[src/rtl/capture_pkg.sv]
// Shared definitions for the capture buffer write path: FSM encodings,
// capture mode constants and a small state-classification helper.
package capture_pkg;

  localparam logic [2:0] CAP_IDLE  = 3'd0;
  localparam logic [2:0] CAP_FILL  = 3'd1;
  localparam logic [2:0] CAP_ARMED = 3'd2;
  localparam logic [2:0] CAP_POST  = 3'd3;
  localparam logic [2:0] CAP_DONE  = 3'd4;

  localparam logic CAP_MODE_ONESHOT = 1'b0;
  localparam logic CAP_MODE_RING    = 1'b1;

  // States in which incoming samples are written to the RAM.
  function automatic logic cap_writes(input logic [2:0] state);
    return (state == CAP_FILL) || (state == CAP_ARMED) || (state == CAP_POST);
  endfunction

endpackage

[src/rtl/cap_addr_ctr.sv]
// Modulo-DEPTH write address counter; wrap pulses on the increment that
// takes the address from DEPTH-1 back to 0.
module cap_addr_ctr #(
  parameter int ADDR_W = 15,
  parameter int DEPTH  = 32768
) (
  input  logic              clk,
  input  logic              rstn,
  input  logic              clr,
  input  logic              inc,
  output logic [ADDR_W-1:0] addr,
  output logic              wrap
);

  localparam logic [ADDR_W-1:0] LAST = ADDR_W'(DEPTH - 1);

  logic [ADDR_W-1:0] r_addr;

  // Compare against DEPTH-1 so non-power-of-two depths wrap correctly.
  always_ff @(posedge clk or negedge rstn) begin
    if (!rstn) begin
      r_addr <= '0;
    end else if (clr) begin
      r_addr <= '0;
    end else if (inc) begin
      r_addr <= (r_addr == LAST) ? '0 : r_addr + ADDR_W'(1);
    end
  end

  assign addr = r_addr;
  assign wrap = inc && (r_addr == LAST);

endmodule

[src/rtl/capture_wr_ctrl.sv]
// Write-side controller for the ADC capture RAM: one-shot fill or circular
// pre-trigger recording with a programmable post-trigger length.
module capture_wr_ctrl
  import capture_pkg::*;
#(
  parameter int ADDR_W = 15,
  parameter int DEPTH  = 32768
) (
  input  logic              clk,
  input  logic              rstn,
  input  logic              rf_capture_start,
  input  logic              rf_capture_abort,
  input  logic              rf_mode,
  input  logic [ADDR_W-1:0] rf_post_len,
  input  logic              trig,
  input  logic              write_en,
  output logic              mem_we,
  output logic [ADDR_W-1:0] waddr,
  output logic              busy,
  output logic              wr_done,
  output logic              wrapped,
  output logic [ADDR_W-1:0] trig_addr,
  output logic [ADDR_W-1:0] oldest_addr
);

  localparam logic [ADDR_W-1:0] LAST = ADDR_W'(DEPTH - 1);

  logic [2:0]        r_state;
  logic              r_mode_q;
  logic [ADDR_W-1:0] r_post_q;
  logic [ADDR_W-1:0] r_post_cnt;
  logic [ADDR_W-1:0] r_trig_addr;
  logic              r_wrapped;
  logic              r_done;

  logic              w_clr;
  logic              w_inc;
  logic              w_wrap;
  logic [ADDR_W-1:0] w_waddr;
  logic [ADDR_W-1:0] w_post_clamped;

  assign mem_we         = write_en & cap_writes(r_state);
  assign w_clr          = rf_capture_abort | rf_capture_start;
  assign w_inc          = mem_we & ~w_clr;
  assign w_post_clamped = (rf_post_len > LAST) ? LAST : rf_post_len;

  cap_addr_ctr #(
    .ADDR_W (ADDR_W),
    .DEPTH  (DEPTH)
  ) u_addr_ctr (
    .clk  (clk),
    .rstn (rstn),
    .clr  (w_clr),
    .inc  (w_inc),
    .addr (w_waddr),
    .wrap (w_wrap)
  );

  // Abort beats start beats normal sequencing; a write in the final FILL
  // slot or the last POST slot lands in DONE on the following edge.
  always_ff @(posedge clk or negedge rstn) begin
    if (!rstn) begin
      r_state     <= CAP_IDLE;
      r_mode_q    <= CAP_MODE_ONESHOT;
      r_post_q    <= '0;
      r_post_cnt  <= '0;
      r_trig_addr <= '0;
      r_wrapped   <= 1'b0;
      r_done      <= 1'b0;
    end else if (rf_capture_abort) begin
      r_state   <= CAP_IDLE;
      r_wrapped <= 1'b0;
      r_done    <= 1'b0;
    end else if (rf_capture_start) begin
      r_state   <= (rf_mode == CAP_MODE_RING) ? CAP_ARMED : CAP_FILL;
      r_mode_q  <= rf_mode;
      r_post_q  <= w_post_clamped;
      r_wrapped <= 1'b0;
      r_done    <= 1'b0;
    end else begin
      if (w_wrap) begin
        r_wrapped <= 1'b1;
      end
      case (r_state)
        CAP_FILL: begin
          if (w_wrap) begin
            r_state <= CAP_DONE;
            r_done  <= 1'b1;
          end
        end
        CAP_ARMED: begin
          if (trig && (r_mode_q == CAP_MODE_RING)) begin
            r_trig_addr <= w_waddr;
            r_post_cnt  <= r_post_q;
            if (r_post_q != '0) begin
              r_state <= CAP_POST;
            end else begin
              r_state <= CAP_DONE;
              r_done  <= 1'b1;
            end
          end
        end
        CAP_POST: begin
          if (mem_we) begin
            if (r_post_cnt != '0) begin
              r_post_cnt <= r_post_cnt - ADDR_W'(1);
            end
            if (r_post_cnt == ADDR_W'(1)) begin
              r_state <= CAP_DONE;
              r_done  <= 1'b1;
            end
          end
        end
        default: ;
      endcase
    end
  end

  assign waddr       = w_waddr;
  assign busy        = cap_writes(r_state);
  assign wr_done     = r_done;
  assign wrapped     = r_wrapped;
  assign trig_addr   = r_trig_addr;
  assign oldest_addr = r_wrapped ? w_waddr : '0;

endmodule

[config.mk]
export PLATFORM = sky130hd
export DESIGN_NAME = capture_wr_ctrl
export DESIGN_NICKNAME = d
export VERILOG_FILES = /design/src/rtl/capture_pkg.sv /design/src/rtl/cap_addr_ctr.sv /design/src/rtl/capture_wr_ctrl.sv
export SDC_FILE = /design/constraint.sdc
export NUM_CORES = 1
export LEC_CHECK = 0
export BUFFER_PORTS_ARGS = -buffer_cell sky130_fd_sc_hd__buf_2
export CORE_MARGIN = 2
export CORE_UTILIZATION = 35
export CTS_CLUSTER_DIAMETER = 80
export DETAILED_ROUTE_END_ITERATION = 10
export PLACE_DENSITY = 0.65
export SYNTH_ARGS = -nofsm -noshare
export SYNTH_HDL_FRONTEND = slang
export SYNTH_SLANG_ARGS = --single-unit
export TNS_END_PERCENT = 5
[constraint.sdc]
create_clock -name clk -period 2.35 [get_ports clk]
set_input_delay 0.235 -clock clk [delete_from_list [all_inputs] [get_ports clk]]
set_output_delay 0.235 -clock clk [all_outputs]
set_load 0.05 [all_outputs]
After elaboration in Yosys (flattened, before gate mapping)
Index checks and enable logic that the tools add are counted.
{"block": "totals", "ff_bits": 66, "in_bits": 22, "out_inout_bits": 49}
{"block": "classes", "mux": 28, "addsub": 2, "n_bitwise": 6, "n_reduce_logical": 15, "magnitude_cmp": 1, "n_eq_ne": 13}
{"op": "$mux 15", "n": 8}
{"op": "$pmux 15 s2", "n": 1}
{"op": "$reduce_bool 15->1", "n": 2}
{"op": "$mux 3", "n": 7}
{"op": "$add 15x1->15 const B", "n": 1}
{"op": "$eq 15x1->1 const B", "n": 1}
{"op": "$eq 15x15->1 const B", "n": 1}
{"op": "$gt 15x15->1 const B", "n": 1}
{"op": "$sub 15x1->15 const B", "n": 1}
{"op": "$ne 4x3->1 const B", "n": 3}
{"op": "$reduce_and 6->1", "n": 2}
{"op": "$mux 1", "n": 9}
{"op": "$pmux 3 s3", "n": 1}
{"op": "$ne 4x4->1 const B", "n": 2}
{"op": "$eq 3x2->1 const B", "n": 2}
{"op": "$reduce_and 5->1", "n": 1}
{"op": "$reduce_bool 5->1", "n": 1}
{"op": "$ne 2x1->1 const B", "n": 2}
{"op": "$reduce_and 4->1", "n": 1}
{"op": "$reduce_bool 2->1", "n": 2}
{"op": "$eq 3x1->1 const B", "n": 1}
{"op": "$not 1->1", "n": 3}
{"op": "$pmux 1 s3", "n": 1}
{"op": "$reduce_bool 3->1", "n": 1}
{"op": "other kinds (7)", "n": 10}

Longest topological paths before layout
Gate-level depths: netlist (run 1).
{"block": "logic_depth", "depth_word": 10, "depth_mapped": 8, "depth_no_buf": 7}

Cells and area by module
A second synthesis (run 1) with hierarchy kept.
{"block": "hier_totals", "hier_cells": 344, "area_unflattened_um2": 3646.0}
{"mod": "capture_wr_ctrl", "instances": 1, "area_each_um2": 2842.7, "seq_area_each_um2": 1276.2, "cells_per_inst": 263}
{"mod": "cap_addr_ctr", "instances": 1, "area_each_um2": 803.3, "seq_area_each_um2": 375.4, "cells_per_inst": 81}

Worst setup path after synthesis (run 1)
Ideal clock, no wire load.
{"block": "synth_path", "path_type": "flip-flop to flip-flop", "from": "register r_state[2]", "to": "register u_addr_ctr.r_addr[0] (netlist: u_addr_ctr.addr[0])", "slack_ns": 0.082, "period_less_slack_ns": 2.268, "n_path_buf": 2, "t_required_ns": 2.225, "arrival_time_ns": 2.144, "stages_incl_launch_ff": 7, "cell_sequence": "dfrtp_1 o21ba_2 and2_1 clkbuf_1 nor2_1 clkbuf_1 mux2_2"}
{"block": "synth_between", "elab_chain_cells": 6, "elab_cells_between_ends": 8, "classes_between": "3 x eq/ne; 2 x bitwise; 3 x reduce/logical"}
{"item": "start: declaration", "line": "capture_wr_ctrl.sv:28", "text": "logic [2:0] r_state;"}
{"item": "start signal: assignment", "line": "capture_wr_ctrl.sv:75", "text": "r_state <= (rf_mode == CAP_MODE_RING) ? CAP_ARMED : CAP_FILL;"}
{"item": "$eq 3x1->1 / $eq 3x2->1 (equally long branches)"}
{"item": "$logic_or 1x1->1"}
{"item": "$logic_or 1x1->1 (*)"}
{"item": "via busy", "line": "capture_wr_ctrl.sv:19", "text": "output logic busy,"}
{"item": "$and 1x1->1 (*)", "line": "capture_wr_ctrl.sv:42", "text": "assign mem_we = write_en & cap_writes(r_state);"}
{"item": "via mem_we", "line": "capture_wr_ctrl.sv:17", "text": "output logic mem_we,"}
{"item": "$and 1x1->1 (*)", "line": "capture_wr_ctrl.sv:44", "text": "assign w_inc = mem_we & ~w_clr;"}
{"item": "$reduce_bool 2->1 (no line) (*)"}
{"item": "end signal: assignment", "line": "cap_addr_ctr.sv:26", "text": "r_addr <= (r_addr == LAST) ? '0 : r_addr + ADDR_W'(1);"}
{"item": "end: declaration", "line": "cap_addr_ctr.sv:17", "text": "logic [ADDR_W-1:0] r_addr;"}
The timed path passes the listed nets; every way through them passes the cells marked *.
A chain may end at the register's enable or synchronous reset.

Worst setup path in the final report (run 1)
{"block": "layout_path", "from": "register u_addr_ctr.r_addr[0] (netlist: u_addr_ctr.addr[0])", "to": "register r_state[1]"}
{"block": "layout_between", "elab_chain_cells": 4}
{"item": "$eq 15x15->1", "line": "cap_addr_ctr.sv:31", "text": "assign wrap = inc && (r_addr == LAST);"}
{"item": "$logic_and 1x1->1", "line": "cap_addr_ctr.sv:31"}
{"item": "$ne 4x3->1 (no line)"}
{"item": "$reduce_and 5->1 (no line)"}
Every way passes these cells.

==> results_dict.tcl, run 1 <==
set metrics [dict create \
    ys_ff_latch 66 \
    synth_simple_gate_area_share_pct 20.0 \
    crit_path_start_kind "register" \
    layout_commonest_cell "buf_2" \
    ant_nets 0 \
    cts-root-buf "clkbuf_8" \
    synth-adder-area-share_pct 1.46 \
    slew_headroom_pct 51.6 \
    fin_crit_sh_pct 89.3 \
    antenna_cells 0 \
    die_w_um 103 \
    path_cells "ha_1, nand3_1, nor4_4, buf_4, o21ai_0, or3_1, a21oi_1" \
    hold_path.class "primary input to register" \
    cts.sink_count 66 \
    drt_iter0_markers 118 \
    fin_crit_ps 2100 \
    drive_gt1_share_pct 34.8 \
    pin_count 71 \
    synth_top_area_share_pct 48.2 \
    yosysWarnings 0 \
    ctsHtreeMaxLevel 3 \
    port-buffer-count 70 \
    post-cts-setup-buffers 0 \
    fmax_ghz 0.476 \
    synth_cell_types 58 \
    rows 36 \
    dp_hpwl_um 5750 \
    global_route.usage.met3_pct 3.73 \
    netlist_instances 334 \
    setup-violations-final 0 \
    route.vias.total 2891 \
    ys_top_cells_by_area "dfrtp_1 (48%), mux2_2 (10%), o21ai_0 (3.4%), a21oi_1 (3.2%), and2_1 (3.1%)" \
    clockBufferDepth 2 \
    dr.pass1.iters 4 \
    synth_top_family_by_area "simple AND/OR/NAND/NOR gates" \
    wl_per_cell_um 14.7 \
    area_growth_syn_to_layout_pct 24.0 \
    gr-total-overflow 0 \
    clkTransAtPathRegs_ps 80 \
    busiest_layer "met2" \
    slowest_delay_ps 480 \
    syn_area_um2 3430 \
    use_met2_pct 29.2 \
    syn_nets 360 \
    rsz0062_at_grt "no" \
    cts_tree "built" \
    crit_path_max_fanout 7 \
    clk_latency_ps 360 \
    cts_buffers 9 \
    grt_usage_pct 16.1 \
    whs_ps 105 \
    yosys.area_share.xor_xnor_pct 1.28 \
    syn_area_per_cell_um2 10.3 \
    die_area_um2 10600 \
    coreArea_um2 9640 \
    synthArstFlopShare_pct 100 \
    start_util_pct 35.6 \
    gp_congestion 0.869 \
    grt_pass1_wl_um 13200 \
    critPathTopFamily "simple AND/OR/NAND/NOR gates" \
    synth_compound_area_share_pct 14.9 \
    critPathCaptureType "register" \
    arrival_ps 2370 \
    synth.area.mux_share_pct 11.1 \
    final_cell_mix "buf_2 (70), dfrtp_1 (66), mux2_2 (31)" \
    fin_area_um2 4250 \
    hold_viol 0 \
    cap_violations 0 \
    routed_wl_um 8120 \
    finalNetCount 440 \
    drc 0 \
    required_ps 2620 \
    status "complete, no violations" \
    grt_pass1_vias 2793 \
    peakVddDrop_mv 0.367 \
    synth-edff-count 0 \
    fin_skew_ps 11.5 \
    dpl_cell_area_um2 3990 \
    cp_slowest_cell "dfrtp_1" \
    power-per-cell-area_nw_per_um2 713 \
    cp_num_buf_inv 1 \
    via_per_inst 5.24 \
    grt_util_met1_pct 18.0 \
    maxSlewViolCount 0 \
    final_util_pct 44.1 \
    crit_type "register to register" \
    antenna_found_initial 0 \
    grt_max_degree 36 \
    synth_flop_cell "dfrtp_1" \
    tightest_slew_ps 726 \
    fp.dieH_um 103 \
    yosys.area.top_type "dfrtp_1" \
    cellLeakagePower_nw 2.03 \
    setup-tns-final_ps 0 \
    synth-seq-area-share_pct 48.2 \
    cts_resized 0 \
]
through the flow:
stage	instances	total power [mW]	setup slack, ps
floorplan	334	1.70	81.6
global placement	535	1.84	344
detailed placement	535	1.86	283
CTS	552	3.07	251
global route	552	3.18	49.1
finish	552	3.03	251
cell type report:
class / instances / area, µm²
fill: 936 / 5390
inverter: 4 / 15.0
sequential: 66 / 1650
multi-input combinational: 245 / 1670
tap: 133 / 166
timing repair buffer: 88 / 500
clock buffer: 9 / 124
clock inverter: 7 / 125
power breakdown:
| part | total [mW] | switching (mW) | internal (mW) |
|---|---|---|---|
| combinational | 0.463 | 0.255 | 0.208 |
| sequential | 1.37 | 0.124 | 1.25 |
| clock | 1.20 | 0.481 | 0.715 |
repair_timing:
action	in CTS	in global routing
hold buffers	1	0
hold endpoints to repair	31	0
setup endpoints to repair	0	0
per-layer routing:
layer  wire length, µm  vias to the layer above
met5                 0                        -
met4                98                        0
met3               425                       16
li1                  -                     1386
met2              4180                      100
met1              3420                     1389
synthesized netlist by cell type (3+ instances only):
| cell | count |
|---|---|
| dfrtp_1 | 66 |
| mux2_2 | 31 |
| nor2_1 | 24 |
| o21ai_0 | 23 |
| a21oi_1 | 22 |
| nand2_1 | 20 |
| and2_1 | 17 |
| clkbuf_1 | 12 |
| nand3_1 | 11 |
| nor4_1 | 9 |
| nor3_1 | 8 |
| nand4_1 | 7 |
| or3_1 | 5 |
| ha_1 | 4 |
| inv_1 | 4 |
| nor2b_1 | 4 |
| o21a_1 | 4 |
| xor2_1 | 4 |
| a22o_1 | 3 |
| a31oi_1 | 3 |
| and3_1 | 3 |
| mux2i_1 | 3 |
| or2_2 | 3 |
cell families after synthesis:
family,Yosys count
multiplexers,34
buffers and inverters,23
adder cells (fa/ha/maj),4
AND/OR/NAND/NOR,122
flip-flops,66
AO/OA/AOI/OAI,80
XOR/XNOR,5
flip-flops by register name, indices dropped and copies added (netlist names):
name,flops
wr_done,1
r_mode_q,1
r_state,3
r_post_cnt,15
r_post_q,15
u_addr_ctr.addr,15
trig_addr,15
wrapped,1
worst paths after layout:
| check | from | end | slack (ps) | cells past startpoint |
|---|---|---|---|---|
| worst max-delay path | u_addr_ctr.addr[0]$_DFFE_PN0P_ | r_state[1]$_DFFE_PN0P_ | 250 | 7 |
| min in group asynchronous | rstn | u_addr_ctr.addr[14]$_DFFE_PN0P_ | 470 | 2 |
| worst max register to register | u_addr_ctr.addr[0]$_DFFE_PN0P_ | r_state[1]$_DFFE_PN0P_ | 250 | 7 |
| max in group asynchronous | rstn | r_post_cnt[6]$_DFFE_PN0P_ | 1230 | 3 |
| worst min-delay path | rf_capture_abort | r_state[1]$_DFFE_PN0P_ | 110 | 2 |
| worst min register to register | trig_addr[10]$_DFFE_PN0P_ | trig_addr[10]$_DFFE_PN0P_ | 490 | 2 |
worst reg2reg max path, delay by kind of cell, from the launching register on:
kind | cells | cell delay (ps)
flip-flops | 1 | 480
adder cells (fa/ha/maj) | 1 | 280
buffers and inverters | 1 | 210
AO/OA/AOI/OAI | 2 | 220
AND/OR/NAND/NOR | 3 | 830
Power figures use the tool's default switching activity.
==> inputs of run 2 (changes only) <==
- CORE_MARGIN: 2 -> default
==> results_dict.tcl, run 2 (synthesis gave the netlist of run 1 again) <==
set metrics [dict create \
    rsz0062_at_grt "no" \
    sw_frac_of_total_pct 29.5 \
    worstReg2RegStart "r_post_cnt[5]$_DFFE_PN0P_" \
    cts_tree "built" \
    rrSetupSlack_ps 280 \
    via_per_inst 5.33 \
    min_to "r_state[1]$_DFFE_PN0P_" \
    dp_hpwl_um 5590 \
    fin_skew_ps 12.1 \
    fin_crit_sh_pct 88.0 \
    grt_max_degree 67 \
    cellLeakagePower_nw 1.97 \
    antenna_found_initial 0 \
    pin_count 71 \
    rr_worst_depth 5 \
    cp_slowest_cell "or4_4" \
    p_int_mw 2.07 \
    route.vias.total 2884 \
    finalNetCount 433 \
    rows 35 \
    p_sw_mw 0.864 \
    gp_congestion 0.838 \
    path_cells "or4_4, nor4_4, a311o_2, nor2_1, a2bb2oi_1" \
    clockBufferDepth 2 \
    die_area_um2 10200 \
    setup-tns-final_ps 0 \
    cp_num_buf_inv 0 \
    critPathTopFamily "simple AND/OR/NAND/NOR gates" \
    gr-total-overflow 0 \
    fin_area_um2 4170 \
    hold_viol 0 \
    ctsHtreeMaxLevel 3 \
    cts.sink_count 66 \
    peakVddDrop_mv 0.385 \
    maxSlewViolCount 0 \
    drt_iter0_markers 116 \
    slowest_delay_ps 570 \
    cts_buffers 9 \
    routed_wl_um 8000 \
    p_comb_share_pct 15.9 \
    crit_path_max_fanout 19 \
    fin_crit_ps 2070 \
    antenna_cells 0 \
    fp.dieH_um 101 \
    status "complete, no violations" \
    r2r-end "r_post_cnt[2]$_DFFE_PN0P_" \
    cap_violations 0 \
    cts-root-buf "clkbuf_8" \
    fmax_ghz 0.483 \
    start_util_pct 36.6 \
    hold_path.class "primary input to register" \
    grt_pass1_vias 2819 \
    ant_nets 0 \
    crit_type "register to register" \
    min_path_cells 2 \
    arrival_ps 2300 \
    final_cell_mix "buf_2 (70), dfrtp_1 (66), mux2_2 (31)" \
    area_growth_syn_to_layout_pct 21.6 \
    coreArea_um2 9370 \
    power_frac_seq_pct 47.0 \
    wl_per_cell_um 14.8 \
    clk_latency_ps 360 \
    cts_resized 0 \
    layout_commonest_cell "buf_2" \
    hold_start "rf_capture_abort" \
    dr.pass1.iters 4 \
    p_clk_share_pct 37.0 \
    fillerInstances 962 \
    drive_gt1_share_pct 33.7 \
    grt_pass1_wl_um 13600 \
    grt_usage_pct 17.2 \
    critPathCaptureType "register" \
    setup-violations-final 0 \
    crit_path_start_kind "register" \
    port-buffer-count 70 \
    die_w_um 101 \
    power-per-cell-area_nw_per_um2 702 \
    dpl_cell_area_um2 3940 \
    tightest_slew_ps 686 \
    clkTransAtPathRegs_ps 80 \
    required_ps 2580 \
    slew_headroom_pct 53.9 \
    drc 0 \
]
[run 2: cell count changes in the layout (fill, tap and decap cells not counted)]
cell	before	now
clkinvlp_4	0	2
clkinv_4	2	1
buf_4	16	9
bufinv_16	3	2
[run 2: how the worst max path moves through the flow]
stage,startpoint,end,slack (ps),cells after the start
floorplan,r_state[2]$_DFFE_PN0P_,u_addr_ctr.addr[0]$_DFFE_PN0P_,80,6
global placement,r_post_cnt[5]$_DFFE_PN0P_,r_post_cnt[2]$_DFFE_PN0P_,350,5
detailed placement,r_post_cnt[5]$_DFFE_PN0P_,r_post_cnt[2]$_DFFE_PN0P_,300,5
CTS,r_post_cnt[5]$_DFFE_PN0P_,r_post_cnt[2]$_DFFE_PN0P_,290,5
global route,r_post_cnt[1]$_DFFE_PN0P_,r_state[0]$_DFFE_PN0P_,150,7
finish,r_post_cnt[5]$_DFFE_PN0P_,r_post_cnt[2]$_DFFE_PN0P_,280,5
[run 2: through the flow]
stage / hold slack, ps / instances / power (mW) / utilization, % / worst slack [ps]
floorplan: -60.6 / 334 / 1.70 / - / 81.6
global placement: 279 / 524 / 1.84 / 42.0 / 351
detailed placement: 283 / 524 / 1.86 / 42.0 / 299
CTS: 83.4 / 541 / 2.96 / 44.5 / 288
global route: 84.3 / 541 / 3.09 / 44.5 / 151
finish: 96.8 / 541 / 2.93 / 44.5 / 282
[run 2: repair_timing]
item | CTS | global route
hold endpoints to repair | 66 | 0
setup buffers | 0 | 0
hold buffers | 1 | 0
[run 2: power groups by stage]
stage | logic [mW] | registers [mW] | clock network, mW
after floorplan | 0.334 | 1.36 | 0
after global placement | 0.446 | 1.39 | 0
after detailed placement | 0.465 | 1.40 | 0
after CTS | 0.469 | 1.38 | 1.12
after global routing | 0.520 | 1.40 | 1.17
final | 0.467 | 1.38 | 1.08
[run 2: area by class of cell]
type,count,area (µm²),share of cell area (%)
well taps,129,161,3.87
inverters,4,15.0,0.360
clock inverters,7,101,2.43
flip-flops and latches,66,1650,39.6
clock buffers,9,124,2.97
multi-input cells,245,1670,40.0
repair buffers,81,448,10.7
[run 2: metal layers]
metal | global-route usage [%] | wire, µm | up-vias
met2 | 27.3 | 3720 | 86
li1 | - | - | 1370
met1 | 22.2 | 3740 | 1407
met3 | 3.68 | 339 | 21
met5 | 0 | 0 | -
met4 | 8.58 | 200 | 0
==> inputs of run 3 (changes only) <==
- HOLD_SLACK_MARGIN: default -> 0.15
==> results_dict.tcl, run 3 (synthesis gave the netlist of run 1 again) <==
set metrics [dict create \
    status "complete, no violations" \
    drive_gt1_share_pct 32.4 \
    cp_slowest_cell "or4_4" \
    wl_per_cell_um 14.5 \
    dpl_cell_area_um2 3940 \
    layout_commonest_cell "buf_2" \
    gr-total-overflow 0 \
    hold_start "rf_capture_start" \
    fin_skew_ps 12.5 \
    grt_util_met1_pct 22.7 \
    critPathTopFamily "simple AND/OR/NAND/NOR gates" \
    final_util_pct 46.3 \
    setup_ws_ps 281 \
    antenna_found_initial 0 \
    required_ps 2580 \
    via_per_inst 5.26 \
    power_frac_seq_pct 46.6 \
    hold_path.class "primary input to register" \
    cts_buffers 9 \
    fp.dieH_um 101 \
    crit_path_max_fanout 19 \
    drt_iter0_markers 144 \
    route.vias.total 2934 \
    p_int_mw 2.08 \
    rsz0062_at_grt "no" \
    grt_pass1_wl_um 13900 \
    slew_headroom_pct 54.0 \
    die_w_um 101 \
    coreArea_um2 9370 \
    hold_viol 0 \
    gp_congestion 0.838 \
    cap_violations 0 \
    dp_hpwl_um 5590 \
    worstReg2RegStart "r_post_cnt[5]$_DFFE_PN0P_" \
    final_cell_mix "buf_2 (70), dfrtp_1 (66), mux2_2 (31)" \
    ant_nets 0 \
    cts_tree "built" \
    fin_area_um2 4340 \
    ctsHtreeMaxLevel 3 \
    post-place-ws_ps 299 \
    port-buffer-count 70 \
    die_area_um2 10200 \
    maxSlewViolCount 0 \
    clkTransAtPathRegs_ps 80 \
    slowest_delay_ps 570 \
    global_route.usage.met3_pct 3.68 \
    busiest_layer "met2" \
    p_sw_mw 0.872 \
    fin_crit_sh_pct 88.0 \
    crit_path_start_kind "register" \
    start_util_pct 36.6 \
    cellLeakagePower_nw 2.04 \
    clk_latency_ps 360 \
    power-per-cell-area_nw_per_um2 681 \
    fillerInstances 947 \
    p_clk_share_pct 36.9 \
    path_cells "or4_4, nor4_4, a311o_2, nor2_1, a2bb2oi_1" \
    tightest_slew_ps 684 \
    critPathCaptureType "register" \
    startpoint "r_post_cnt[5]$_DFFE_PN0P_" \
    fin_crit_ps 2070 \
    sw_frac_of_total_pct 29.5 \
    grt_usage_pct 17.6 \
    clockBufferDepth 2 \
    setup-tns-final_ps 0 \
    grt_pass1_vias 2874 \
    crit_type "register to register" \
    setup-violations-final 0 \
    arrival_ps 2300 \
    use_met2_pct 28.1 \
    rows 35 \
    fmax_ghz 0.483 \
    peakVddDrop_mv 0.385 \
    dr.pass1.iters 4 \
    cp_num_buf_inv 0 \
    cts_resized 0 \
    cts.sink_count 66 \
    routed_wl_um 8110 \
    cts-root-buf "clkbuf_8" \
    drc 0 \
    antenna_cells 0 \
    grt_max_degree 67 \
    area_growth_syn_to_layout_pct 26.6 \
    p_comb_share_pct 16.5 \
    finalNetCount 450 \
    pin_count 71 \
]
-- run 3: worst min-delay path, delay by kind of cell --
| family | cells | cell delay [ps] |
|---|---|---|
| simple gates | 1 | 120 |
| compound gates | 1 | 60 |
| buf+inv | 1 | 140 |
-- run 3: metal layers --
layer / up-vias / wire (µm)
li1: 1409 / -
met1: 1430 / 3860
met2: 80 / 3790
met3: 15 / 292
met4: 0 / 169
met5: - / 0
-- run 3: worst paths after layout --
kind	depth (start not counted)	slack (ps)	end
min	3	240	r_state[1]$_DFFE_PN0P_
max	5	280	r_post_cnt[2]$_DFFE_PN0P_
min in group asynchronous	3	430	u_addr_ctr.addr[3]$_DFFE_PN0P_
max in group asynchronous	3	1640	r_post_q[0]$_DFFE_PN0P_
max reg2reg	5	280	r_post_cnt[2]$_DFFE_PN0P_
min reg2reg	1	500	trig_addr[1]$_DFFE_PN0P_
-- run 3: through the flow --
step / cells / hold WS [ps] / power [mW]
3_5_place_dp: 524 / 283 / 1.86
4_1_cts: 558 / 233 / 2.98
6_report: 558 / 240 / 2.96
2_1_floorplan: 334 / -60.6 / 1.70
3_3_place_gp: 524 / 279 / 1.84
5_1_grt: 558 / 244 / 3.12
-- run 3: timing repair --
item | 4_1_cts | 5_1_grt
hold buffers | 18 | 0
setup buffers | 0 | 0
endpoints found under the hold margin | 83 | 0
-- run 3: area by class of cell --
type / count / area, µm² / area share [%]
tap: 129 / 161 / 3.72
multi-input combinational: 245 / 1670 / 38.5
clock inverter: 7 / 101 / 2.33
sequential: 66 / 1650 / 38.1
inverter: 4 / 15.0 / 0.346
clock buffer: 9 / 124 / 2.85
timing repair buffer: 98 / 618 / 14.2
-- run 3: power by group through the flow --
stage / registers (mW) / clock network (mW) / logic, mW
after global placement: 1.39 / 0 / 0.446
after detailed placement: 1.40 / 0 / 0.465
after global routing: 1.40 / 1.18 / 0.544
final: 1.38 / 1.09 / 0.488
after CTS: 1.38 / 1.12 / 0.491
after floorplan: 1.36 / 0 / 0.334
